===== src/rtl/aes_intr_pkg.sv =====
// Shared register-map constants, response codes and decode helpers for the
// AES interrupt register block.
package aes_intr_pkg;

   localparam logic [7:0] OFF_GIE = 8'h00;
   localparam logic [7:0] OFF_IER = 8'h04;
   localparam logic [7:0] OFF_ISR = 8'h08;
   localparam logic [7:0] OFF_IAR = 8'h0C;
   localparam logic [7:0] OFF_IPR = 8'h10;

   typedef logic [2:0] reg_idx_t;

   localparam reg_idx_t IDX_GIE  = 3'd0;
   localparam reg_idx_t IDX_IER  = 3'd1;
   localparam reg_idx_t IDX_ISR  = 3'd2;
   localparam reg_idx_t IDX_IAR  = 3'd3;
   localparam reg_idx_t IDX_IPR  = 3'd4;
   localparam reg_idx_t IDX_NONE = 3'd7;

   typedef enum logic [1:0] {
      RESP_OKAY   = 2'b00,
      RESP_SLVERR = 2'b10
   } resp_t;

   // Any address bit above the 0x1C window marks the access as unmapped.
   function automatic reg_idx_t decode(input logic [31:0] addr);
      reg_idx_t idx;
      if (addr[31:5] != 27'd0) begin
         idx = IDX_NONE;
      end else begin
         case (addr[4:2])
            OFF_GIE[4:2]: idx = IDX_GIE;
            OFF_IER[4:2]: idx = IDX_IER;
            OFF_ISR[4:2]: idx = IDX_ISR;
            OFF_IAR[4:2]: idx = IDX_IAR;
            OFF_IPR[4:2]: idx = IDX_IPR;
            default:      idx = IDX_NONE;
         endcase
      end
      return idx;
   endfunction

   function automatic logic [31:0] strb_mask(input logic [3:0] strb);
      return {{8{strb[3]}}, {8{strb[2]}}, {8{strb[1]}}, {8{strb[0]}}};
   endfunction

endpackage


===== src/rtl/aes_intr_detect.sv =====
// Per-source event detector: level compare or active-going edge against the
// previous sample, with configurable polarity.
module aes_intr_detect #(
   parameter bit SENS   = 1'b1,
   parameter bit ACTIVE = 1'b1
) (
   input  logic clk,
   input  logic rst,
   input  logic src,
   output logic det
);

   logic src_d;

   // Reset to the inactive level so no edge is seen right after reset.
   always_ff @(posedge clk) begin
      if (rst) begin
         src_d <= ~ACTIVE;
      end else begin
         src_d <= src;
      end
   end

   always_comb begin
      det = 1'b0;
      if (SENS) begin
         det = (src == ACTIVE) && (src_d != ACTIVE);
      end else begin
         det = (src == ACTIVE);
      end
   end

endmodule


===== src/rtl/aes_axil_intr_responder.sv =====
// AXI4-Lite interrupt register block: GIE/IER/ISR/IAR/IPR with level or
// pulse irq generation.
module aes_axil_intr_responder
   import aes_intr_pkg::*;
#(
   parameter int          C_NUM_OF_INTR      = 1,
   parameter int          C_ADDR_WIDTH       = 5,
   parameter int          C_DATA_WIDTH       = 32,
   parameter logic [31:0] C_INTR_SENSITIVITY = 32'hFFFF_FFFF,
   parameter logic [31:0] C_INTR_ACTIVE      = 32'hFFFF_FFFF,
   parameter int          C_IRQ_SENSITIVITY  = 1,
   parameter bit          C_IRQ_ACTIVE_STATE = 1'b1,
   parameter int          C_IRQ_PULSE_LEN    = 2
) (
   input  logic                        ACLK,
   input  logic                        ARESET,
   input  logic [C_ADDR_WIDTH-1:0]     s_axi_awaddr,
   input  logic [2:0]                  s_axi_awprot,
   input  logic                        s_axi_awvalid,
   output logic                        s_axi_awready,
   input  logic [C_DATA_WIDTH-1:0]     s_axi_wdata,
   input  logic [C_DATA_WIDTH/8-1:0]   s_axi_wstrb,
   input  logic                        s_axi_wvalid,
   output logic                        s_axi_wready,
   output logic [1:0]                  s_axi_bresp,
   output logic                        s_axi_bvalid,
   input  logic                        s_axi_bready,
   input  logic [C_ADDR_WIDTH-1:0]     s_axi_araddr,
   input  logic [2:0]                  s_axi_arprot,
   input  logic                        s_axi_arvalid,
   output logic                        s_axi_arready,
   output logic [C_DATA_WIDTH-1:0]     s_axi_rdata,
   output logic [1:0]                  s_axi_rresp,
   output logic                        s_axi_rvalid,
   input  logic                        s_axi_rready,
   input  logic [C_NUM_OF_INTR-1:0]    intr_src,
   output logic                        irq
);

   localparam int N  = C_NUM_OF_INTR;
   localparam int CW = $clog2(C_IRQ_PULSE_LEN + 1);

   typedef enum logic [1:0] {WR_IDLE = 2'd0, WR_ACK = 2'd1, WR_RESP = 2'd2} wr_state_t;
   typedef enum logic [1:0] {RD_IDLE = 2'd0, RD_ACK = 2'd1, RD_RESP = 2'd2} rd_state_t;

   wr_state_t         wr_state, wr_state_nxt;
   rd_state_t         rd_state, rd_state_nxt;
   reg_idx_t          wr_idx, rd_idx;
   logic              wr_commit, rd_commit;
   logic [31:0]       wmask, rd_mux, rdata;
   logic              gie;
   logic [N-1:0]      ier, isr, ipr, det, ack;
   logic              irq_cond, irq_cond_d, irq_r;
   logic [CW-1:0]     pulse_cnt;
   logic              unused_bits;

   assign wr_idx    = decode(32'(s_axi_awaddr));
   assign rd_idx    = decode(32'(s_axi_araddr));
   assign wmask     = strb_mask(s_axi_wstrb);
   assign wr_commit = (wr_state == WR_ACK) && s_axi_awvalid && s_axi_wvalid;
   assign rd_commit = (rd_state == RD_ACK) && s_axi_arvalid;
   assign ipr       = isr & ier;
   assign irq_cond  = gie && (|ipr);
   assign ack       = (wr_commit && wr_idx == IDX_IAR) ? (s_axi_wdata[N-1:0] & wmask[N-1:0]) : '0;

   assign s_axi_awready = (wr_state == WR_ACK);
   assign s_axi_wready  = (wr_state == WR_ACK);
   assign s_axi_bvalid  = (wr_state == WR_RESP);
   assign s_axi_bresp   = 2'(RESP_OKAY);
   assign s_axi_arready = (rd_state == RD_ACK);
   assign s_axi_rvalid  = (rd_state == RD_RESP);
   assign s_axi_rresp   = 2'(RESP_OKAY);
   assign s_axi_rdata   = rdata;
   assign irq           = irq_r;
   assign unused_bits   = ^{s_axi_awprot, s_axi_arprot, s_axi_wdata, wmask};

   for (genvar g = 0; g < N; g++) begin : g_det
      aes_intr_detect #(
         .SENS   (C_INTR_SENSITIVITY[g]),
         .ACTIVE (C_INTR_ACTIVE[g])
      ) u_det (
         .clk (ACLK),
         .rst (ARESET),
         .src (intr_src[g]),
         .det (det[g])
      );
   end

   always_ff @(posedge ACLK) begin
      if (ARESET) begin
         wr_state <= WR_IDLE;
         rd_state <= RD_IDLE;
      end else begin
         wr_state <= wr_state_nxt;
         rd_state <= rd_state_nxt;
      end
   end

   // Ready is raised for exactly one cycle; a master that drops valid then is simply ignored.
   always_comb begin
      wr_state_nxt = wr_state;
      case (wr_state)
         WR_IDLE: if (s_axi_awvalid && s_axi_wvalid) wr_state_nxt = WR_ACK;  else wr_state_nxt = WR_IDLE;
         WR_ACK:  if (wr_commit)                     wr_state_nxt = WR_RESP; else wr_state_nxt = WR_IDLE;
         WR_RESP: if (s_axi_bready)                  wr_state_nxt = WR_IDLE; else wr_state_nxt = WR_RESP;
         default: wr_state_nxt = WR_IDLE;
      endcase
   end

   always_comb begin
      rd_state_nxt = rd_state;
      case (rd_state)
         RD_IDLE: if (s_axi_arvalid) rd_state_nxt = RD_ACK;  else rd_state_nxt = RD_IDLE;
         RD_ACK:  if (rd_commit)     rd_state_nxt = RD_RESP; else rd_state_nxt = RD_IDLE;
         RD_RESP: if (s_axi_rready)  rd_state_nxt = RD_IDLE; else rd_state_nxt = RD_RESP;
         default: rd_state_nxt = RD_IDLE;
      endcase
   end

   always_comb begin
      rd_mux = '0;
      case (rd_idx)
         IDX_GIE: rd_mux[0]     = gie;
         IDX_IER: rd_mux[N-1:0] = ier;
         IDX_ISR: rd_mux[N-1:0] = isr;
         IDX_IPR: rd_mux[N-1:0] = ipr;
         default: rd_mux        = '0;
      endcase
   end

   // Detection is ORed after the ack clear so a same-cycle event is never lost.
   always_ff @(posedge ACLK) begin
      if (ARESET) begin
         gie   <= 1'b0;
         ier   <= '0;
         isr   <= '0;
         rdata <= '0;
      end else begin
         if (wr_commit && wr_idx == IDX_GIE && wmask[0]) begin
            gie <= s_axi_wdata[0];
         end
         if (wr_commit && wr_idx == IDX_IER) begin
            ier <= (ier & ~wmask[N-1:0]) | (s_axi_wdata[N-1:0] & wmask[N-1:0]);
         end
         isr <= det | (isr & ~ack);
         if (rd_commit) begin
            rdata <= rd_mux;
         end
      end
   end

   always_ff @(posedge ACLK) begin
      if (ARESET) begin
         irq_r      <= ~C_IRQ_ACTIVE_STATE;
         irq_cond_d <= 1'b0;
         pulse_cnt  <= '0;
      end else begin
         irq_cond_d <= irq_cond;
         if (C_IRQ_SENSITIVITY != 0) begin
            irq_r <= irq_cond ? C_IRQ_ACTIVE_STATE : ~C_IRQ_ACTIVE_STATE;
         end else if (irq_cond && !irq_cond_d && pulse_cnt == '0) begin
            irq_r     <= C_IRQ_ACTIVE_STATE;
            pulse_cnt <= CW'(C_IRQ_PULSE_LEN - 1);
         end else if (pulse_cnt != '0) begin
            irq_r     <= C_IRQ_ACTIVE_STATE;
            pulse_cnt <= pulse_cnt - CW'(1);
         end else begin
            irq_r <= ~C_IRQ_ACTIVE_STATE;
         end
      end
   end

endmodule


===== config.mk =====
export PLATFORM = sky130hd
export DESIGN_NAME = aes_axil_intr_responder
export DESIGN_NICKNAME = d
export VERILOG_FILES = /design/src/rtl/aes_intr_pkg.sv /design/src/rtl/aes_intr_detect.sv /design/src/rtl/aes_axil_intr_responder.sv
export SDC_FILE = /design/constraint.sdc
export NUM_CORES = 1
export LEC_CHECK = 0
export CAP_MARGIN = 20
export CORE_AREA = 3 3 40 42
export CTS_BUF_LIST = sky130_fd_sc_hd__clkbuf_8
export DETAILED_ROUTE_END_ITERATION = 10
export DIE_AREA = 0 0 43 45
export DONT_BUFFER_PORTS = 1
export PLACE_DENSITY_LB_ADDON = 0.25
export SKIP_CTS_REPAIR_TIMING = 1
export SLEW_MARGIN = 10
export SYNTH_ARGS = -nofsm -noshare
export SYNTH_HDL_FRONTEND = slang
export SYNTH_SLANG_ARGS = --single-unit

===== constraint.sdc =====
create_clock -name ACLK -period 1.7 [get_ports ACLK]
set_clock_uncertainty 0.1 [all_clocks]
set_input_delay 0.17 -clock ACLK [delete_from_list [all_inputs] [get_ports ACLK]]
set_output_delay 0.17 -clock ACLK [all_outputs]
set_load 0.03 [all_outputs]

; ---- Word-level counts from Yosys, hierarchy flattened
; Cells that the tools add are included.
[classes]
eq_ne = 17
muxes = 13
bitwise_logic = 9
reduce_logical = 16
[ops]
columns = cell, n
row1 = $pmux W3 S5, 2
row2 = $eq A3 B2 Y1 const B, 6
row3 = $eq A3 B1 Y1 const B, 4
row4 = $logic_not A3 Y1, 4
row5 = $pmux W2 S3, 2
row6 = $logic_and A1 B1 Y1, 10
row7 = $eq A3 B3 Y1 const B, 3
row8 = $mux W2, 4
row9 = $and A1 B1 Y1, 4
row10 = $eq A2 B1 Y1 const B, 2
row11 = $eq A2 B2 Y1 const B, 2
row12 = $logic_not A2 Y1, 2
row13 = $mux W1, 4
row14 = $pmux W1 S4, 1
row15 = $not A1 Y1, 3
row16 = $or A1 B1 Y1, 2
[word_totals]
out_inout_bits = 42
elab_cells = 63
input_bits = 60
reg_bits = 10

; ---- Longest topological paths before layout
[depth]
ltp_word = 8
depth_mapped = 3
depth_no_buf = 3

; ---- Modules after synthesis
; Synthesis repeated with hierarchy kept, for this count alone.
[unflattened]
cells_unflattened = 87
area_unflattened_um2 = 735.7
[modules_own_cells]
columns = mod, cells_each, instances, area_per_inst_um2
row1 = aes_axil_intr_responder, 84, 1, 688.2
row2 = aes_intr_detect, 3, 1, 47.5

; ---- Worst setup path after synthesis
; Ideal clock, no wire load.
[synth_path]
path_kind = register to register
from = register wr_state[1]
to = register gie
setup_time_ns = 0.070
arrival_time_ns = 1.110
stages_incl_launch_ff = 4
period_less_slack_ns = 1.280
required_ns = 1.530
slack_ns = 0.420
cell_sequence = dfxtp_1 > nand4b_4 > or4_1 > a21oi_1
[synth_between]
elab_chain_cells = 5
[synth_lines]
columns = item, line_no
row1 = start: declaration, aes_axil_intr_responder.sv:46  ; wr_state_t wr_state, wr_state_nxt;
row2 = start signal: assignment, aes_axil_intr_responder.sv:94  ; wr_state <= wr_state_nxt;
row3 = $eq A2 B1 Y1, aes_axil_intr_responder.sv:60  ; assign wr_commit = (wr_state == WR_ACK) && s_axi_awvalid && s_axi_wvalid;
row4 = $logic_and A1 B1 Y1 (2 in series), aes_axil_intr_responder.sv:60
row5 = $logic_and A1 B1 Y1 (2 in series), aes_axil_intr_responder.sv:139  ; if (wr_commit && wr_idx == IDX_GIE && wmask[0]) begin
row6 = end signal: assignment, aes_axil_intr_responder.sv:140  ; gie <= s_axi_wdata[0];
row7 = end: declaration, aes_axil_intr_responder.sv:51  ; logic gie;
; No other way between the ends.
; A chain may end at the register's enable or synchronous reset.

; ---- Worst setup path after layout
[layout_path]
from = register wr_state[0]
to = output s_axi_awready
[layout_between]
elab_chain_cells = 1
[layout_lines]
columns = item, line_no
row1 = $eq A2 B1 Y1, aes_axil_intr_responder.sv:66  ; assign s_axi_awready = (wr_state == WR_ACK);
row2 = end: declaration, aes_axil_intr_responder.sv:20  ; output logic s_axi_awready,
; No other way between the ends.

==> metrics.csv <==
stage;metric;value;unit
run_status;status;completed;
critical_path;critPathCaptureType;output port;
critical_path;crit_cells;1;
logic_synthesis;async_reset_ff_share;0;%
logic_synthesis;ys_ff_latch;10;
critical_path;crit_buf_inv;0;
place;post-dp-hpwl;973;um
global_route;grt_max_degree;10;
timing;holdWs;0.00562;ns
layout;seq_area;200;um2
place;gp_congestion;0.697;
logic_synthesis;synth_ff_type;dfxtp_1;
worst_hold_path;hold_depth;1;
critical_path;worstSetupStartpointType;register;
critical_path;timing.rr.start;wr_state[1];
critical_path;max_stage_delay;0.51;ns
worst_hold_path;holdCritPathClass;in2reg;
timing;worstMarginPinSlew;0.568;ns
clocking;numCtsBuffers;3;
critical_path;cp.arrival;1.15;ns
critical_path;crit_end;s_axi_awready;
detailed_routing;wire_per_inst;10.2;um
clocking;clkSinkCount;10;
logic_synthesis;yosys-top-cells-count;36 x buf_4, 10 x dfxtp_1, 6 x nor2b_1;
pwr;vdd_ir_drop_max;0.000529;V
clocking;cts_root_buffer;clkbuf_8;
critical_path;ff2ff_setup_slack;0.34;ns
layout;drive_above_1_share;7.22;%
critical_path;crit_family;simple AND/OR/NAND/NOR gates;
critical_path;reg2reg_depth;3;
logic_synthesis;synthCells;91;
critical_path;cp-startpoint;wr_state[0];
flow_run;cap_violations;0;
layout;syn2layout_area_growth;-3.63;%
timing;setup_viol;0;
place;portBuffers;0;
pwr;p_leak;0.356;nW
detailed_routing;antenna_left;0;
layout;antenna_cells;0;
logic_synthesis;synth_warnings;0;
timing;relSlewSlack;62.1;%
floorplanning;initial_core_util;59.0;%
detailed_routing;vias;501;
critical_path;crit_path_cell_trace;and2b_1;
floorplanning;fp.dieH;45;um
logic_synthesis;yosys.area.top_type;buf_4;
timing;fmax;0.703;GHz
clocking;clk_path_buf_depth;2;
critical_path;crit_type;reg2out;
logic_synthesis;netlist_area;758;um2
detailed_routing;totalWireLength;1.14;mm
logic_synthesis;ys_seq_area_share;26.4;%
global_route;grt_overflow_total;0;
floorplanning;rows;13;
critical_path;required;1.43;ns
timing;slew_violations;0;
clocking;clock_latency;0.23;ns
clocking;cts_max_level;1;
critical_path;crit_fanout;6;
layout;multiInputGateArea;397;um2
global_route;antenna_found_initial;0;
pwr;p_per_area;943;nW/um2
clocking;path_clk_slew;0.04;ns
timing;fin_crit;1.42;ns
floorplanning;die_w;43;um
timing;grt_setup_unrepaired;no;
layout;layout.nets;158;
detailed_routing;drc;0;
critical_path;reg2reg_to;gie;
logic_synthesis;yosys.cell_count.top_type;buf_4;
timing;tns;0;ns
layout;fill_cells;125;
floorplanning;die-area;1940;um2
detailed_routing;via_per_inst;4.47;
timing;fin_crit_sh;83.7;%
global_route;grt_pass1_wl;1.61;mm
timing;hold_viol;0;
logic_synthesis;synth.area.top_cells;buf_4 36%, dfxtp_1 26%, nor2b_1 5.0%;
global_route;grt_pass1_vias;393;
detailed_routing;drt_pass1_iterations;2;
critical_path;cp_slowest_cell;and2b_1;
clocking;cts_tree;done;
logic_synthesis;synth-edff-count;0;
detailed_routing;drtIter0Drc;2;
floorplanning;core-area;1280;um2
logic_synthesis;synth.top_cell.area_share;35.6;%
global_route;gr-usage-all-layers;11.2;%
logic_synthesis;avgSynthCellArea;8.33;um2
logic_synthesis;ys_types;26;
floorplanning;io_pins;102;
## power breakdown
part / total, mW / internal, mW / switching, mW
combinational: 0.148 / 0.0219 / 0.127
sequential: 0.252 / 0.244 / 0.00831
clock: 0.288 / 0.203 / 0.0854
total: 0.689 / 0.469 / 0.220
## state kept, by name, summed over array words and instances, names as in the netlist, named ones only
signal / flops
gie: 1
rd_state: 2
g_det.u_det.src_d: 1
isr: 1
wr_state: 2
irq: 1
s_axi_rdata: 1
## cells by family (layout without fill, tap and decap cells)
| family | Yosys count | in the layout | share of synthesized area [%] |
|---|---|---|---|
| AND/OR/NAND/NOR | 29 | 29 | 25.9 |
| other | 1 | 35 | 0.495 |
| AO/OA/AOI/OAI | 9 | 9 | 7.76 |
| flip-flops | 10 | 10 | 26.4 |
| buffers and inverters | 41 | 13 | 38.1 |
| multiplexers | 1 | 1 | 1.32 |
## cell usage in the layout (no fill, tap or decap), types with 2 or more instances in the layout
| master | netlist | final |
|---|---|---|
| conb_1 | 1 | 35 |
| dfxtp_1 | 10 | 10 |
| nor2b_1 | 6 | 6 |
| inv_1 | 4 | 4 |
| nor2_1 | 4 | 4 |
| clkbuf_8 | 0 | 4 |
| a21oi_1 | 3 | 3 |
| nand2b_1 | 3 | 3 |
| dlygate4sd3_1 | 0 | 3 |
| nand3_1 | 2 | 2 |
| and3b_1 | 2 | 2 |
| o21ai_0 | 2 | 2 |
| or3_1 | 2 | 2 |
| nor4_1 | 2 | 2 |
| nand2_1 | 2 | 2 |
| buf_4 | 36 | 2 |
## worst min-delay path by stage
stage,from,endpoint
CTS,ARESET,register
global route,intr_src,g_det[0].u_det.src_d
finish,s_axi_arvalid,rd_state[0]
detailed placement,ARESET,register
floorplan,s_axi_awvalid,wr_state[0]
global placement,ARESET,register
## metrics by stage
step           total power [mW]  cells  utilization, %  setup slack, ns  area, um2
2_1_floorplan             0.455    125               -            0.420        886
3_3_place_gp              0.394    105            50.2            0.356        646
3_5_place_dp              0.395    105            50.2            0.340        646
4_1_cts                   0.685    109            54.5            0.281        701
5_1_grt                   0.717    112            56.9            0.212        731
6_report                  0.689    112            56.9            0.277        731
## layer usage
metal | GRT usage (%) | wire (um)
met1 | 10.5 | 356
met2 | 20.1 | 600
met3 | 5.58 | 169
met4 | 6.02 | 12
met5 | 0 | 0
## area by class of cell
class	instances	share of cell area (%)
sequential	10	27.4
tap	15	2.57
clock buffer	4	7.53
inverter	4	2.05
timing repair buffer	5	6.16
multi-input combinational	74	54.3
Note: power is estimated with default switching activity, not from simulation.
